### src/rtl/bridge_pkg.sv
// Shared constants and helpers for the N:1 SRAM-like bridge.
// Access sizes, a constant-safe clog2, and the master ID type.
package bridge_pkg;

    localparam logic [1:0] SIZE_BYTE = 2'd0;
    localparam logic [1:0] SIZE_HALF = 2'd1;
    localparam logic [1:0] SIZE_WORD = 2'd2;

    // Up to 8 masters fit in a 3-bit ID.
    localparam int MAX_IDW = 3;
    typedef logic [MAX_IDW-1:0] mst_id_t;

    function automatic int clog2(input int v);
        int r;
        r = 0;
        for (int i = 0; i < 31; i++) begin
            if ((1 << i) < v) r = i + 1;
        end
        return r;
    endfunction

endpackage

### src/rtl/bridge_route_fifo.sv
// Purpose: ID-only FIFO remembering which master owns each accepted request.
// Latency: dout shows the head entry combinationally; push/pop take effect at the clock edge.
// Backpressure: push ignored when full, pop ignored when empty; caller gates with full/empty.
module bridge_route_fifo
    import bridge_pkg::*;
#(
    parameter int WIDTH = 1,
    parameter int DEPTH = 4,
    localparam int PW = clog2(DEPTH),
    localparam int CW = clog2(DEPTH) + 1
) (
    input  logic             clk,
    input  logic             rst,
    input  logic             push,
    input  logic             pop,
    input  logic [WIDTH-1:0] din,
    output logic [WIDTH-1:0] dout,
    output logic             full,
    output logic             empty,
    output logic [CW-1:0]    count
);

    logic [WIDTH-1:0] mem [DEPTH];
    logic [PW-1:0]    wr_ptr;
    logic [PW-1:0]    rd_ptr;
    logic             wr_en;
    logic             rd_en;

    assign full  = (count == CW'(DEPTH));
    assign empty = (count == '0);
    assign dout  = mem[rd_ptr];
    assign wr_en = push & ~full;
    assign rd_en = pop & ~empty;

    // DEPTH is a power of two, so the pointers wrap naturally.
    always_ff @(posedge clk or posedge rst) begin
        if (rst) begin
            wr_ptr <= '0;
            rd_ptr <= '0;
            count  <= '0;
            for (int i = 0; i < DEPTH; i++) mem[i] <= '0;
        end else begin
            if (wr_en) begin
                mem[wr_ptr] <= din;
                wr_ptr      <= wr_ptr + PW'(1);
            end
            if (rd_en) rd_ptr <= rd_ptr + PW'(1);
            if (wr_en && !rd_en)      count <= count + CW'(1);
            else if (rd_en && !wr_en) count <= count - CW'(1);
        end
    end

endmodule

### src/rtl/bridge_n_1_arb.sv
// Purpose: N masters share one SRAM-like slave port; grant held until addr_ok, responses routed in order.
// Latency: zero-cycle request/addr_ok/data_ok paths; routing ID stored at accept. ARB_RR_EN selects round-robin.
// Backpressure: s_req withheld while OUTST requests are outstanding; stalled grant is locked until accepted.
module bridge_n_1_arb
    import bridge_pkg::*;
#(
    parameter int N_MST = 2,
    parameter int AW    = 32,
    parameter int DW    = 32,
    parameter int OUTST = 4,
    localparam int IDW  = (clog2(N_MST) < 1) ? 1 : clog2(N_MST),
    localparam int CW   = clog2(OUTST) + 1
) (
    input  logic                clk,
    input  logic                rst,
    input  logic [N_MST-1:0]    m_req,
    input  logic [N_MST-1:0]    m_wr,
    input  logic [2*N_MST-1:0]  m_size,
    input  logic [AW*N_MST-1:0] m_addr,
    input  logic [DW*N_MST-1:0] m_wdata,
    output logic [DW*N_MST-1:0] m_rdata,
    output logic [N_MST-1:0]    m_addr_ok,
    output logic [N_MST-1:0]    m_data_ok,
    output logic                s_req,
    output logic                s_wr,
    output logic [1:0]          s_size,
    output logic [AW-1:0]       s_addr,
    output logic [DW-1:0]       s_wdata,
    input  logic [DW-1:0]       s_rdata,
    input  logic                s_addr_ok,
    input  logic                s_data_ok,
    output logic [CW-1:0]       outst_cnt,
    output logic                err_unexp
);

    logic           lock_vld;
    logic [IDW-1:0] lock_id;
    logic           cand_vld;
    logic [IDW-1:0] cand_id;
    logic           gnt_vld;
    logic [IDW-1:0] grant;
    logic           gnt_req;
    logic           full;
    logic           empty;
    logic [IDW-1:0] head_id;
    logic           push;
    logic           pop;

`ifdef ARB_RR_EN
    logic [IDW-1:0] rr_ptr;

    // Pick the requester closest (cyclically) after the last accepted master.
    always_comb begin
        int dist;
        int best_dist;
        cand_vld  = 1'b0;
        cand_id   = '0;
        dist      = 0;
        best_dist = 0;
        for (int i = 0; i < N_MST; i++) begin
            dist = (i >= int'(rr_ptr)) ? (i - int'(rr_ptr)) : (i + N_MST - int'(rr_ptr));
            if (m_req[i] && (!cand_vld || dist < best_dist)) begin
                cand_vld  = 1'b1;
                cand_id   = IDW'(i);
                best_dist = dist;
            end
        end
    end

    always_ff @(posedge clk or posedge rst) begin
        if (rst) begin
            rr_ptr <= '0;
        end else if (push) begin
            rr_ptr <= (grant == IDW'(N_MST - 1)) ? '0 : grant + IDW'(1);
        end
    end
`else
    always_comb begin
        cand_vld = 1'b0;
        cand_id  = '0;
        for (int i = N_MST - 1; i >= 0; i--) begin
            if (m_req[i]) begin
                cand_vld = 1'b1;
                cand_id  = IDW'(i);
            end
        end
    end
`endif

    assign gnt_vld = ~rst & (lock_vld | cand_vld);
    assign grant   = lock_vld ? lock_id : cand_id;

    always_comb begin
        gnt_req = 1'b0;
        s_wr    = 1'b0;
        s_size  = '0;
        s_addr  = '0;
        s_wdata = '0;
        for (int i = 0; i < N_MST; i++) begin
            if (gnt_vld && grant == IDW'(i)) begin
                gnt_req = m_req[i];
                s_wr    = m_wr[i];
                s_size  = m_size[2*i +: 2];
                s_addr  = m_addr[AW*i +: AW];
                s_wdata = m_wdata[DW*i +: DW];
            end
        end
    end

    // full uses the registered count: a same-cycle pop does not free a slot.
    assign s_req = gnt_req & ~full;
    assign push  = s_req & s_addr_ok;
    assign pop   = ~rst & s_data_ok & ~empty;

    always_comb begin
        m_addr_ok = '0;
        m_data_ok = '0;
        m_rdata   = '0;
        for (int i = 0; i < N_MST; i++) begin
            m_addr_ok[i] = push & (grant == IDW'(i));
            if (pop && head_id == IDW'(i)) begin
                m_data_ok[i]           = 1'b1;
                m_rdata[DW*i +: DW]    = s_rdata;
            end
        end
    end

    // A dropped request leaves s_req low, which releases the lock on the next edge.
    always_ff @(posedge clk or posedge rst) begin
        if (rst) begin
            lock_vld <= 1'b0;
            lock_id  <= '0;
        end else begin
            lock_vld <= s_req & ~s_addr_ok;
            lock_id  <= grant;
        end
    end

    always_ff @(posedge clk or posedge rst) begin
        if (rst) begin
            err_unexp <= 1'b0;
        end else if (s_data_ok && empty) begin
            err_unexp <= 1'b1;
        end
    end

    bridge_route_fifo #(
        .WIDTH (IDW),
        .DEPTH (OUTST)
    ) u_route_fifo (
        .clk   (clk),
        .rst   (rst),
        .push  (push),
        .pop   (pop),
        .din   (grant),
        .dout  (head_id),
        .full  (full),
        .empty (empty),
        .count (outst_cnt)
    );

endmodule

### config.mk
export PLATFORM = sky130hd
export DESIGN_NAME = bridge_n_1_arb
export DESIGN_NICKNAME = d
export VERILOG_FILES = /design/src/rtl/bridge_pkg.sv /design/src/rtl/bridge_route_fifo.sv /design/src/rtl/bridge_n_1_arb.sv
export SDC_FILE = /design/constraint.sdc
export NUM_CORES = 1
export LEC_CHECK = 0
export BUFFER_PORTS_ARGS = -buffer_cell sky130_fd_sc_hd__buf_2
export CORE_AREA = 2 2 120 122
export DETAILED_ROUTE_END_ITERATION = 12
export DIE_AREA = 0 0 122 124
export GPL_ROUTABILITY_DRIVEN = 0
export GPL_TIMING_DRIVEN = 0
export SETUP_SLACK_MARGIN = 0.4
export SLEW_MARGIN = 30
export SYNTH_ARGS = -nofsm -noshare
export SYNTH_HDL_FRONTEND = slang
export SYNTH_SLANG_ARGS = --single-unit
### constraint.sdc
create_clock -name clk -period 4.2 [get_ports clk]
set_clock_uncertainty 0.1 [all_clocks]
set_input_delay 0.63 -clock clk [delete_from_list [all_inputs] [get_ports clk]]
set_output_delay 0.63 -clock clk [all_outputs]
set_load 0.02 [all_outputs]
* Word level (Yosys, flattened, before mapping) *
Index checks and enable logic that the tools add are counted.
Widths: inputs -> output; s select.

operators by class
  add/sub/neg operators = 4
  $lt $le $gt $ge = 3
  equal/unequal tests = 1
  muxes and demuxes = 26
  bitwise operators = 19
  reduce and logical (&&, ||, !) cells = 12

operator list
  kind                 count
  $mux 32              6
  $mux 1               13
  $and 1x1->1          10
  $logic_and 1x1->1    8
  $ge 3x3->1 const B   2
  $mux 3               2
  $not 1->1            6
  $not 2->3            2
  $add 2x1->2 const B  2
  $bwmux 4             1
  $mux 2               2
  $add 3x1->3 const B  1
  $eq 3x3->1 const B   1
  $logic_not 3->1      1
  $lt 3x1->1 const B   1
  $sub 3x1->3 const B  1
  $bmux 1 s2           1
  $demux 1 s2          1
  $logic_not 1->1      2
  $reduce_bool 2->1    1
  $or 1x1->1           1

storage, ports and cells
  flip-flop bits (word level) = 14
  bits of input ports = 172
  output and inout bits = 140
  word-level logic and storage cells = 75

* Logic depth before layout (Yosys ltp) *
Gate-level depths: netlist of the first run.

  word-level depth = 14
  gate-level depth with buffers = 10
  gate-level depth less buffers = 10

* Modules after synthesis *
A second synthesis of the first run with hierarchy kept.

unflattened totals
  cells, all modules = 231
  area total of the unflattened synthesis = 1921.8 um2

modules (own cells, without submodules)
  module             times used  cells each  area each (um2)  sequential area each (um2)
  bridge_n_1_arb     1           177         1315.0           75.1
  bridge_route_fifo  1           54          606.8            275.3

* Worst setup path after synthesis of the first run *
No wires, ideal clock.

  path type = in2reg
  from = input port rst
  to = register u_route_fifo.count[2]
  library setup time = 80 ps
  arrival time = 2668 ps
  data required time = 4020 ps
  path slack = 1352 ps
  cell stages on the path = 10
  path buffers = 0
  path through = inv_1 -> nand2_1 -> or3_4 -> inv_2 -> ha_1 -> inv_1 -> fa_1 -> xor2_1 -> nor2_1 -> xor2_1

on the way
  cells in the longest elaborated chain, start to end = 11
  elaborated cells on any way between the ends = 18
  those cells by class = mux (3); bitwise (8); reduce/logical (7)

RTL lines
  element                      line                     RTL
  start: declaration           bridge_n_1_arb.sv:15     input logic rst,
  $not 1->1 (*)                bridge_n_1_arb.sv:90     assign gnt_vld = ~rst & (lock_vld | cand_vld);
  $and 1x1->1 (*)              bridge_n_1_arb.sv:90
  $logic_and 1x1->1            bridge_n_1_arb.sv:100    if (gnt_vld && grant == IDW'(i)) begin
  $mux 1                       bridge_n_1_arb.sv:100
  $mux 1 (*)                   bridge_n_1_arb.sv:100
  $and 1x1->1 (*)              bridge_n_1_arb.sv:111    assign s_req = gnt_req & ~full;
  $and 1x1->1 (*)              bridge_n_1_arb.sv:112    assign push = s_req & s_addr_ok;
  $and 1x1->1 (*)              bridge_route_fifo.sv:32  assign wr_en = push & ~full;
  via u_route_fifo.wr_en       bridge_route_fifo.sv:26  logic wr_en;
  $logic_not 1->1              bridge_route_fifo.sv:49  else if (rd_en && !wr_en) count <= count - CW'(1);
  $logic_and 1x1->1            bridge_route_fifo.sv:49
  $reduce_bool 2->1 (no line)  -
  end signal: assignment       bridge_route_fifo.sv:48  if (wr_en && !rd_en) count <= count + CW'(1);
  end signal: assignment       bridge_route_fifo.sv:49
  end: declaration             bridge_route_fifo.sv:20  output logic [CW-1:0] count

Mark *: on every way through the listed nets, which the timed path passes. The rest lies on a longest branch.
A chain may end at the register's enable or synchronous reset.

* Worst setup path in the final report of the first run *
  from = input port rst
  to = output port m_addr_ok[1]

on the way
  cells in the longest elaborated chain, start to end = 8
  elaborated cells on any way between the ends = 9
  those cells by class = mux (2); bitwise (5); reduce/logical (2)

RTL lines
  element            line                   RTL
  $not 1->1 (*)      bridge_n_1_arb.sv:90
  $and 1x1->1 (*)    bridge_n_1_arb.sv:90
  $logic_and 1x1->1  bridge_n_1_arb.sv:100
  $mux 1             bridge_n_1_arb.sv:100
  $mux 1 (*)         bridge_n_1_arb.sv:100
  $and 1x1->1 (*)    bridge_n_1_arb.sv:111
  $and 1x1->1 (*)    bridge_n_1_arb.sv:112
  $and 1x1->1 (*)    bridge_n_1_arb.sv:120  m_addr_ok[i] = push & (grant == IDW'(i));
  end: declaration   bridge_n_1_arb.sv:22   output logic [N_MST-1:0] m_addr_ok,

Mark *: on every way between the ends. The rest lies on a longest branch, timed or not.

==> results of run 1 <==
-- state kept, by name (all words and copies together), names as in the netlist --
name	cells
u_route_fifo.mem	4
u_route_fifo.count	3
u_route_fifo.rd_ptr	2
u_route_fifo.wr_ptr	2
err_unexp	1
lock_id	1
lock_vld	1
-- where the power goes --
part           total (uW)  internal, uW  switching (uW)
logic                1040           400             640
clock network         198           144            53.8
registers             247           193            54.8
total                1490           737             749
-- worst register-to-register path, stage by stage (launching register included) --
cell,delay (ns)
dfrtp_1,0.45
nor3_1,0.11
nor3b_2,0.35
clkbuf_1,0.35
inv_1,0.12
ha_1,0.24
inv_1,0.07
fa_1,0.41
mux2_2,0.27
-- metal layers --
metal  up-vias  part of all wire (%)  global-route usage (%)
met5         -                     0                       0
met4         0                   1.7                   3.089
met3        13                   9.8                   2.152
met2       199                    48                   23.32
met1      1471                    40                   17.69
li1       1597                     -                       -
-- cell usage in the layout (no fill, tap or decap), drive strengths merged --
master    n
a21o      1
a21oi     2
a22o     67
and2      3
and3     32
buf     331
clkbuf   13
dfrtp    14
diode     2
fa        1
ha        5
inv       6
mux2      6
mux4      1
nand2    36
nand2b    3
nand3     4
nand3b    1
nor2     35
nor3      6
nor3b     2
nor4      1
o21ai     1
or3       1
or3b      1
xnor2     3
xor2      3
-- kinds of logic after synthesis --
group / after synthesis / synth area share [%]
flops: 14 / 17.39
simple gates: 125 / 30.19
mux: 7 / 4.658
fa+ha+maj: 6 / 4.099
xor+xnor: 6 / 2.609
buf+inv: 35 / 10.43
compound gates: 71 / 30.62
-- through the flow --
step	cells	power [uW]	utilization [%]	hold WS (ns)
global placement	755	1287	27.67	0.3589
CTS	759	1496	28.32	0.3621
finish	761	1485	28.35	0.3606
global route	759	1599	28.32	0.3782
detailed placement	755	1289	27.67	0.3500
floorplan	264	907.3	-	0.3528
-- worst min path at each step --
stage | from | to | slack, ns | depth (start not counted)
3_5_place_dp | err_unexp | err_unexp | 0.35 | 1
4_1_cts | err_unexp | err_unexp | 0.36 | 1
3_3_place_gp | err_unexp | err_unexp | 0.36 | 1
2_1_floorplan | u_route_fifo.rd_ptr[1] | u_route_fifo.rd_ptr[1] | 0.35 | 1
6_report | err_unexp | err_unexp | 0.36 | 1
5_1_grt | err_unexp | err_unexp | 0.38 | 1
-- layout make-up --
type / instances / share of cell area, %
Antenna cell: 2 / 0.1287
Multi-Input combinational cell: 215 / 37.38
Timing Repair Buffer: 311 / 40.01
Tap cell: 180 / 5.790
Buffer: 29 / 4.825
Inverter: 6 / 0.5790
Clock buffer: 4 / 2.284
Sequential cell: 14 / 9.006
==> results by group, run 1 <==
Worst setup path
  – CP delay by family, top: simple AND/OR/NAND/NOR gates
  – Reg2reg end: u_route_fifo.count[1]
  – Crit path largest cell delay: 0.47 ns
  – CP Launch Type: input pin
  – CP bufs+invs: 4
  – Crit path top cell by count: buf_2
  – Crit path from: rst
  – Crit path max fanout: 16
  – Critical Path Sink Type: primary output
  – Critical path depth: 7
  – R2R Setup Slk: 1.61 ns
  – Worst setup path end: m_addr_ok[1]
  – FF-to-FF path depth: 8
  – RR Startpoint: u_route_fifo.count[0]
  – Slowest library cell on the worst path: or3_4
  – Worst EP arrival: 2.34 ns
  – Crit path cell chain: buf_2 -> inv_1 -> nand2_1 -> or3_4 -> inv_2 -> and2_1 -> buf_2
  – Critical path class: in -> out
  – Worst Path Required: 3.47 ns

Finish
  – P&R area growth vs syn: 93.11%
  – Multi-input logic area: 0.001454 mm2
  – Post-layout net count: 758
  – Finished Cell Area: 0.003890 mm2
  – Fraction of layout cells with a size suffix above 1: 59.93%
  – Register area: 350.3 um2
  – Layout fillers: 1,532

Synthesis
  – Ys flop type: dfrtp_1
  – Synth top area share: 29.13%
  – FF+latch count, synth: 14
  – Dominant cell type by area after synthesis: a22o_1
  – Mapped cell area: 0.002014 mm2
  – Mapped Cells: 264
  – Netlist cell types: 34
  – Synth Area per Inst: 7.630 um2
  – Async set-reset flop share out of synthesis: 100.0%
  – Post-synth net total: 442
  – Most common cell in the netlist: a22o_1
  – Ys Warns: 0
  – Top cells by area, synth: a22o_1 29%, dfrtp_1 17%, and3_1 9.9%
  – EDFF count, synth: 0
  – Top post-synthesis cells by count: 67 x a22o_1, 36 x nand2_1, 35 x nor2_1
  – Post-synthesis sequential area ratio: 17.39%

Outcome
  – Status: finished, final reports clean

Timing
  – Unrepaired setup endpoints after global routing: no
  – Worst-margin pin slew: 0.5646 ns
  – Hold Vio Cnt, Final: 0
  – Max Fclk: 326.1 MHz
  – Max-slew violation count: 0
  – Final WS setup: 1.133 ns
  – Final setup viols: 0
  – Setup TNS: 0 ns
  – Final min period: 3.067 ns
  – Fin crit share: 73.02%
  – Max transition margin: 62.32%

Die
  – # IOs: 312
  – Core area: 0.01372 mm2
  – Rows: 43
  – Chip Width: 122 um
  – Die H: 124 um
  – Die Area: 0.01513 mm2
  – Initial Utilization: 14.68%

Global route
  – Global-route wire length before repair: 15,900 um
  – Vias in the first global route: 2,858
  – Total gr overflow: 0
  – Largest net degree at the start of global routing: 17
  – GRT Total Usage: 13.51%
  – Initial antenna violation count: 2

Route
  – Number of vias per cell: 4.310
  – DR vias: 3,280
  – WL/cell: 15.73 um
  – Drc violations: 0
  – DR iter-0 viols: 162
  – Final antenna-violating net count: 0
  – Total wire length: 11,970 um
  – DR pass1 iterations: 4

CTS
  – Htree depth: 1
  – Clock Pin Slew Worst Setup and Hold Paths: 0.04 ns
  – Worst skew pair latency: 0.24 ns
  – Clock Path Buffers: 2
  – Setup bufs post-CTS: 0
  – # hold bufs at CTS: 0
  – TritonCTS Sinks: 14
  – CTS tree: done
  – Post_cts resized: 0
  – TritonCTS buffer count: 3
  – CTS root buffer: clkbuf_16

Placement
  – Dpl hpwl: 10,310 um
  – Dpl ws: 0.8961 ns
  – Placed inst area: 0.003796 mm2
  – Buffers on Ports: 311

Job
  – Max-cap violation count: 0

Power
  – Pwr/cell area: 381.8 mW/mm2
  – Leak: 0.002482 uW
  – Max rail drop VDD: 0.0003016 V

Hold path
  – HP Class: reg -> reg
(Power assumes the default switching activity.)
==> run 2, diff against run 1 <==
clock period = 2.5 ns   (was 4.2 ns; I/O delays follow)
==> run 2 against run 1 <==
Critical path depth increased by 1; count of clock-buffer cells in the layout unchanged; die area unchanged; critical endpoint is now s_addr[9].
==> results by group, run 2 (synthesized netlist as in run 1, its figures left out) <==
Global route
  – Global-route wire length before repair: 18,210 um (+14%)
  – Total gr overflow: 0 (unchanged)
  – Vias in the first global route: 3,296 (+15%)
  – Initial antenna violation count: 7 (+5)
  – Largest net degree at the start of global routing: 11 (-6)
  – GRT Total Usage: 15.53% (+2.0 points)

Timing
  – Final WS setup: 0.2174 ns (-0.9156 ns)
  – Final setup viols: 0 (unchanged)
  – Fin crit share: 91.30%
  – Final min period: 2.283 ns
  – Max Fclk: 438.1 MHz
  – Worst hold margin: 0.07886 ns (-0.2817 ns)
  – Unrepaired setup endpoints after global routing: yes
  – Hold Vio Cnt, Final: 0 (unchanged)
  – Worst-margin pin slew: 0.2722 ns (-0.2924 ns)
  – Max transition margin: 81.81% (+19 points)
  – Max-slew violation count: 0 (unchanged)
  – Setup TNS: 0 ns (unchanged)

Die
  – Core area: 0.01372 mm2 (unchanged)
  – Chip Width: 122 um (unchanged)
  – Rows: 43 (unchanged)
  – Die Area: 0.01513 mm2 (unchanged)
  – Initial Utilization: 14.68% (unchanged)
  – # IOs: 312 (unchanged)
  – Die H: 124 um (unchanged)

Route
  – Final antenna-violating net count: 0 (unchanged)
  – Total wire length: 14,110 um (+18%)
  – Drc violations: 0 (unchanged)
  – Number of vias per cell: 4.509 (+4.6%)
  – DR vias: 3,576 (+9.0%)
  – DR iter-0 viols: 133 (-18%)
  – WL/cell: 17.79 um (+13%)
  – DR pass1 iterations: 4 (unchanged)

Placement
  – Placed Cells: 755 (unchanged)
  – Dpl ws: -0.04007 ns (-0.9362 ns)
  – Dpl hpwl: 10,640 um (+3.2%)
  – Buffers on Ports: 311 (unchanged)

Job
  – Max-cap violation count: 0 (unchanged)

Finish
  – Top Registers: u_route_fifo.mem x4, u_route_fifo.count x3
  – Most flops, register: u_route_fifo.mem
  – Final std cells w/o fill: 793 (+4.2%)
  – Max reg flops: 4 (unchanged)
  – Most common library cell in the layout ignoring fill and taps: buf_2
  – Most frequent cells in the layout: 192 x buf_2, 105 x buf_6, 64 x a22o_1, 54 x buf_4, 33 x nand2_1
  – Post-layout util: 38.41% (+10 points)
  – P&R area growth vs syn: 161.6%
  – Fraction of layout cells with a size suffix above 1: 70.82% (+11 points)
  – Post-layout net count: 789 (+4.1%)

Power
  – Max rail drop VDD: 0.0004922 V (+63%)
  – Leak: 0.002824 uW (+14%)
  – NetSw: 1510 uW (+100%)
  – Switching Share: 44.65% (-5.8 points)
  – Part of the power in the clock network: 9.3% (-4.0 points)
  – Logic pwr share: 78.3% (+8.3 points)
  – Pwr/cell area: 641.5 mW/mm2 (+68%)
  – Seq pwr share: 12.4% (-4.3 points)
  – Internal power: 1871 uW (+150%)

Worst setup path
  – R2R Setup Slk: 0.27 ns (-1.34 ns)
  – Crit path max fanout: 7 (-9)
  – Worst EP arrival: 1.81 ns (-0.53 ns)
  – Worst Path Required: 2.03 ns (-1.44 ns)
  – Critical path class: reg -> out
  – Worst setup path end: s_addr[9]
  – CP Launch Type: register
  – FF-to-FF path depth: 10 (+2)
  – Reg2reg end: u_route_fifo.count[2]
  – Critical Path Sink Type: primary output
  – RR Startpoint: u_route_fifo.count[2]
  – Crit path from: lock_vld

CTS
  – CTS root buffer: clkbuf_16
  – TritonCTS buffer count: 3 (unchanged)
  – Worst skew pair latency: 0.25 ns (about the same)
  – Clock Pin Slew Worst Setup and Hold Paths: 0.05 ns (about the same)
  – Htree depth: 1 (unchanged)
  – Clock Path Buffers: 2 (unchanged)
  – TritonCTS Sinks: 14 (unchanged)
  – CTS tree: done
  – # hold bufs at CTS: 0 (unchanged)

Hold path
  – HP Class: in -> async

Outcome
  – Status: finished, final reports clean
==> run 2: cell types whose count changed in the layout (fill, tap and decap cells not counted), sizes merged <==
cell / before / now
clkbuf: 13 / 14
diode: 2 / 3
clkinvlp: 0 / 1
buf: 331 / 361
inv: 6 / 4
clkinv: 0 / 1
==> run 2: worst max-delay path, stage by stage (launching register included) <==
cell and delay [ns]:
dfrtp_2 0.45, buf_6 0.14, o21ai_4 0.12, and2_4 0.16
buf_8 0.11, buf_12 0.15, buf_8 0.12, a22o_1 0.17
buf_6 0.13
==> run 2: final cells by class <==
| type | count | area [um2] |
|---|---|---|
| repair buffers | 342 | 2559 |
| plain buffers | 29 | 326.6 |
| diodes | 3 | 7.507 |
| fillers | 1399 | 8449 |
| multi-input cells | 215 | 1684 |
| flip-flops and latches | 14 | 355.3 |
| well taps | 180 | 225.2 |
| inverters | 6 | 33.78 |
| clock buffers | 4 | 78.83 |
==> run 2: what timing repair did <==
| action | CTS | global route |
|---|---|---|
| gates resized for setup | 250 | 67 |
| gates cloned | 7 | 1 |
| hold endpoints to repair | 0 | 0 |
| endpoints found under the setup margin | 137 | 137 |
| buffers inserted | 20 | 3 |
| pin swaps | 22 | 16 |
==> run 2: per-stage QoR <==
step	area (um2)	total power (uW)
2_1_floorplan	2056	1556
5_1_grt	5263	3565
3_3_place_gp	3837	2200
6_report	5270	3381
4_1_cts	4996	3202
3_5_place_dp	3837	2204
==> run 2: worst min path at each step <==
stage,start,end,slack [ns],cells after the start
floorplan,rst,err_unexp,0.11,1
global placement,rst,err_unexp,0.30,2
detailed placement,rst,lock_id,0.30,2
CTS,rst,lock_id,0.07,3
global route,rst,lock_id,0.09,3
finish,rst,err_unexp,0.08,3
==> run 2: power groups by stage <==
stage	sequential, uW	combinational [uW]	clock [uW]
2_1_floorplan	449	1110	0
3_3_place_gp	432	1770	0
3_5_place_dp	439	1760	0
4_1_cts	420	2460	319
5_1_grt	432	2800	333
6_report	419	2650	314
==> run 2: routing by layer <==
layer | vias to the layer above | global-route usage [%] | routed length (um) | part of all wire (%)
li1 | 1669 | - | - | -
met1 | 1688 | 18.11 | 5274 | 37
met2 | 190 | 28.67 | 7296 | 52
met3 | 21 | 4.212 | 1317 | 9.3
met4 | 8 | 2.802 | 173 | 1.2
met5 | - | 0 | 47 | 0.33
==> run 3, diff against run 2 <==
BUFFER_PORTS_ARGS = not set   (was -buffer_cell sky130_fd_sc_hd__buf_2)
DONT_BUFFER_PORTS = 1   (was not set)
clock period = 2.6 ns   (was 2.5 ns; I/O delays follow)
==> run 3 against run 2 <==
Combinational power is 5% lower; non-clock buffer count down 314; cell count shrank 40%; worst hold slack better by 0.054 ns; worst setup slack worse by 0.0077 ns.
==> results by group, run 3 (synthesized netlist as in run 1, its figures left out) <==
Outcome
  – Status: finished, final reports clean

Power
  – NetSw: 1599 uW (+5.9%)
  – Tot Pwr: 3293 uW (-2.6%)
  – Leak: 0.001553 uW (-45%)
  – Switching Share: 48.54% (+3.9 points)
  – Max rail drop VDD: 0.0004788 V (-2.7%)
  – Part of the power in the clock network: 9.6% (+0.3 points)
  – Pwr/cell area: 884.7 mW/mm2 (+38%)
  – Seq pwr share: 14.1% (+1.7 points)
  – Logic pwr share: 76.3% (-2.0 points)
  – Internal power: 1694 uW (-9.4%)

Global route
  – GRT Total Usage: 14.44% (-1.1 points)
  – Vias in the first global route: 2,442 (-26%)
  – Largest net degree at the start of global routing: 15 (+4)
  – Initial antenna violation count: 0 (-7)
  – Total gr overflow: 0 (unchanged)
  – Global-route wire length before repair: 16,100 um (-12%)

Worst setup path
  – Reg2reg end: u_route_fifo.count[2]
  – Worst Path Required: 2.11 ns (+0.08 ns)
  – RR Startpoint: u_route_fifo.count[2]
  – Critical Path Sink Type: primary output
  – Critical path class: reg -> out
  – Slowest library cell on the worst path: dfrtp_2
  – R2R Setup Slk: 0.24 ns (-0.03 ns)
  – Crit path cell chain: nor3_4 -> nor3b_4 -> buf_6 -> buf_4 -> buf_6 -> clkbuf_16 -> nand2_1 -> nor2_4
  – Crit path max fanout: 6 (-1)
  – Worst EP arrival: 1.90 ns (+0.09 ns)
  – CP Launch Type: register
  – FF-to-FF path depth: 10 (unchanged)
  – Crit path largest cell delay: 0.51 ns (+0.06 ns)
  – Crit path top cell by count: buf_6

Timing
  – Final min period: 2.390 ns
  – Final setup viols: 0 (unchanged)
  – Max Fclk: 418.4 MHz
  – Hold Vio Cnt, Final: 0 (unchanged)
  – Max transition margin: 52.88% (-29 points)
  – Fin crit share: 91.93%
  – Worst-margin pin slew: 0.7014 ns (+0.4292 ns)
  – Max-slew violation count: 0 (unchanged)
  – Unrepaired setup endpoints after global routing: yes

CTS
  – CTS root buffer: clkbuf_16
  – TritonCTS Sinks: 14 (unchanged)
  – Clock Pin Slew Worst Setup and Hold Paths: 0.05 ns (about the same)
  – Worst skew pair latency: 0.24 ns (about the same)
  – Htree depth: 1 (unchanged)
  – TritonCTS buffer count: 3 (unchanged)
  – Clock Path Buffers: 2 (unchanged)
  – CTS tree: done

Die
  – Rows: 43 (unchanged)
  – Chip Width: 122 um (unchanged)
  – Initial Utilization: 14.68% (unchanged)
  – Die Area: 0.01513 mm2 (unchanged)
  – Core area: 0.01372 mm2 (unchanged)
  – # IOs: 312 (unchanged)
  – Die H: 124 um (unchanged)

Finish
  – Most frequent cells in the layout: 33 x nor2_4, 32 x a22o_2, 32 x and3_4, 21 x nand2_4, 18 x a22o_1
  – Multi-input logic area: 0.002280 mm2 (+35%)
  – Finished Cell Area: 0.003722 mm2 (-29%)
  – Register area: 355.3 um2 (unchanged)
  – Post-layout util: 27.13% (-11 points)
  – Fraction of layout cells with a size suffix above 1: 75.34% (+4.5 points)
  – Most common library cell in the layout ignoring fill and taps: nor2_4
  – Most flops, register: u_route_fifo.mem
  – Top Registers: u_route_fifo.mem x4, u_route_fifo.count x3
  – Post-layout net count: 475 (-40%)
  – Final std cells w/o fill: 476 (-40%)
  – Antenna cells: 0 (-3)
  – Max reg flops: 4 (unchanged)
  – Layout fillers: 1,385 (-1.0%)
  – P&R area growth vs syn: 84.78%

Placement
  – Dpl hpwl: 9856 um (-7.3%)
  – Placed Cells: 444 (-41%)
  – Buffers on Ports: 0 (-100%)
  – Placed inst area: 0.002281 mm2 (-41%)

Route
  – DR pass1 iterations: 4 (unchanged)
  – Total wire length: 12,750 um (-9.6%)
  – DR iter-0 viols: 81 (-39%)
  – Final antenna-violating net count: 0 (unchanged)
  – Number of vias per cell: 5.046 (+12%)
  – WL/cell: 26.79 um (+51%)
  – DR vias: 2,402 (-33%)
  – Drc violations: 0 (unchanged)

Hold path
  – Hold Path Sink: lock_vld
  – Worst Hold Launch: s_addr_ok
  – WHS Path Cells: 1
  – HP Class: in -> reg

Job
  – Max-cap violation count: 0 (unchanged)
run 3: cell type report:
| cell class | instances | area share (%) |
|---|---|---|
| multi-input cells | 215 | 61.24 |
| plain buffers | 29 | 10.15 |
| repair buffers | 28 | 9.580 |
| flip-flops and latches | 14 | 9.546 |
| well taps | 180 | 6.050 |
| clock buffers | 4 | 2.387 |
| inverters | 6 | 1.042 |
run 3: metrics by stage:
stage | worst slack (ns) | hold slack (ns) | setup TNS, ns
final | 0.2098 | 0.1327 | 0
after detailed placement | -0.06492 | 0.1615 | -0.07251
after CTS | 0.2549 | 0.1221 | 0
after global placement | 0.007414 | 0.1564 | 0
after floorplan | 0.3555 | 0.1225 | 0
after global routing | 0.08874 | 0.1285 | 0
run 3: critical path, delay by kind of cell, from the launching register on:
family	cells	cell delay, ns
AND/OR/NAND/NOR	4	0.59
buffers and inverters	4	0.55
flip-flops	1	0.51
run 3: timing repair:
action                                  CTS  global route
cloned                                    6             2
hold buffers                              1             0
endpoints found under the setup margin  137           121
gates resized for setup                 273            58
pin swaps                                63            38
buffers inserted                         13             6
hold endpoints to repair                 14             0
run 3: worst max path at each step:
stage / start / slack (ns) / depth (start not counted) / endpoint
2_1_floorplan: u_route_fifo.count[2] / 0.36 / 10 / u_route_fifo.count[2]
5_1_grt: u_route_fifo.count[2] / 0.09 / 10 / u_route_fifo.count[2]
4_1_cts: lock_vld / 0.25 / 10 / u_route_fifo.count[2]
3_3_place_gp: u_route_fifo.count[0] / 0.007 / 8 / u_route_fifo.count[1]
3_5_place_dp: u_route_fifo.count[0] / -0.06 / 8 / u_route_fifo.count[1]
6_report: u_route_fifo.count[0] / 0.21 / 8 / m_rdata[10]
run 3: power groups by stage:
stage | Combinational [uW] | Sequential (uW) | Clock, uW
global route | 2640 | 482 | 337
CTS | 2370 | 464 | 322
finish | 2510 | 464 | 317
floorplan | 1060 | 431 | 0
global placement | 1260 | 450 | 0
detailed placement | 1290 | 460 | 0
run 3: layer usage:
metal | global-route usage, % | vias to the layer above | part of all wire [%] | wire length [um]
met1 | 16.03 | 1205 | 34 | 4349
met4 | 1.221 | 0 | 0.41 | 52
met2 | 28.14 | 156 | 56 | 7089
met5 | 0 | - | 0 | 0
met3 | 4.167 | 6 | 9.9 | 1261
li1 | - | 1035 | - | -
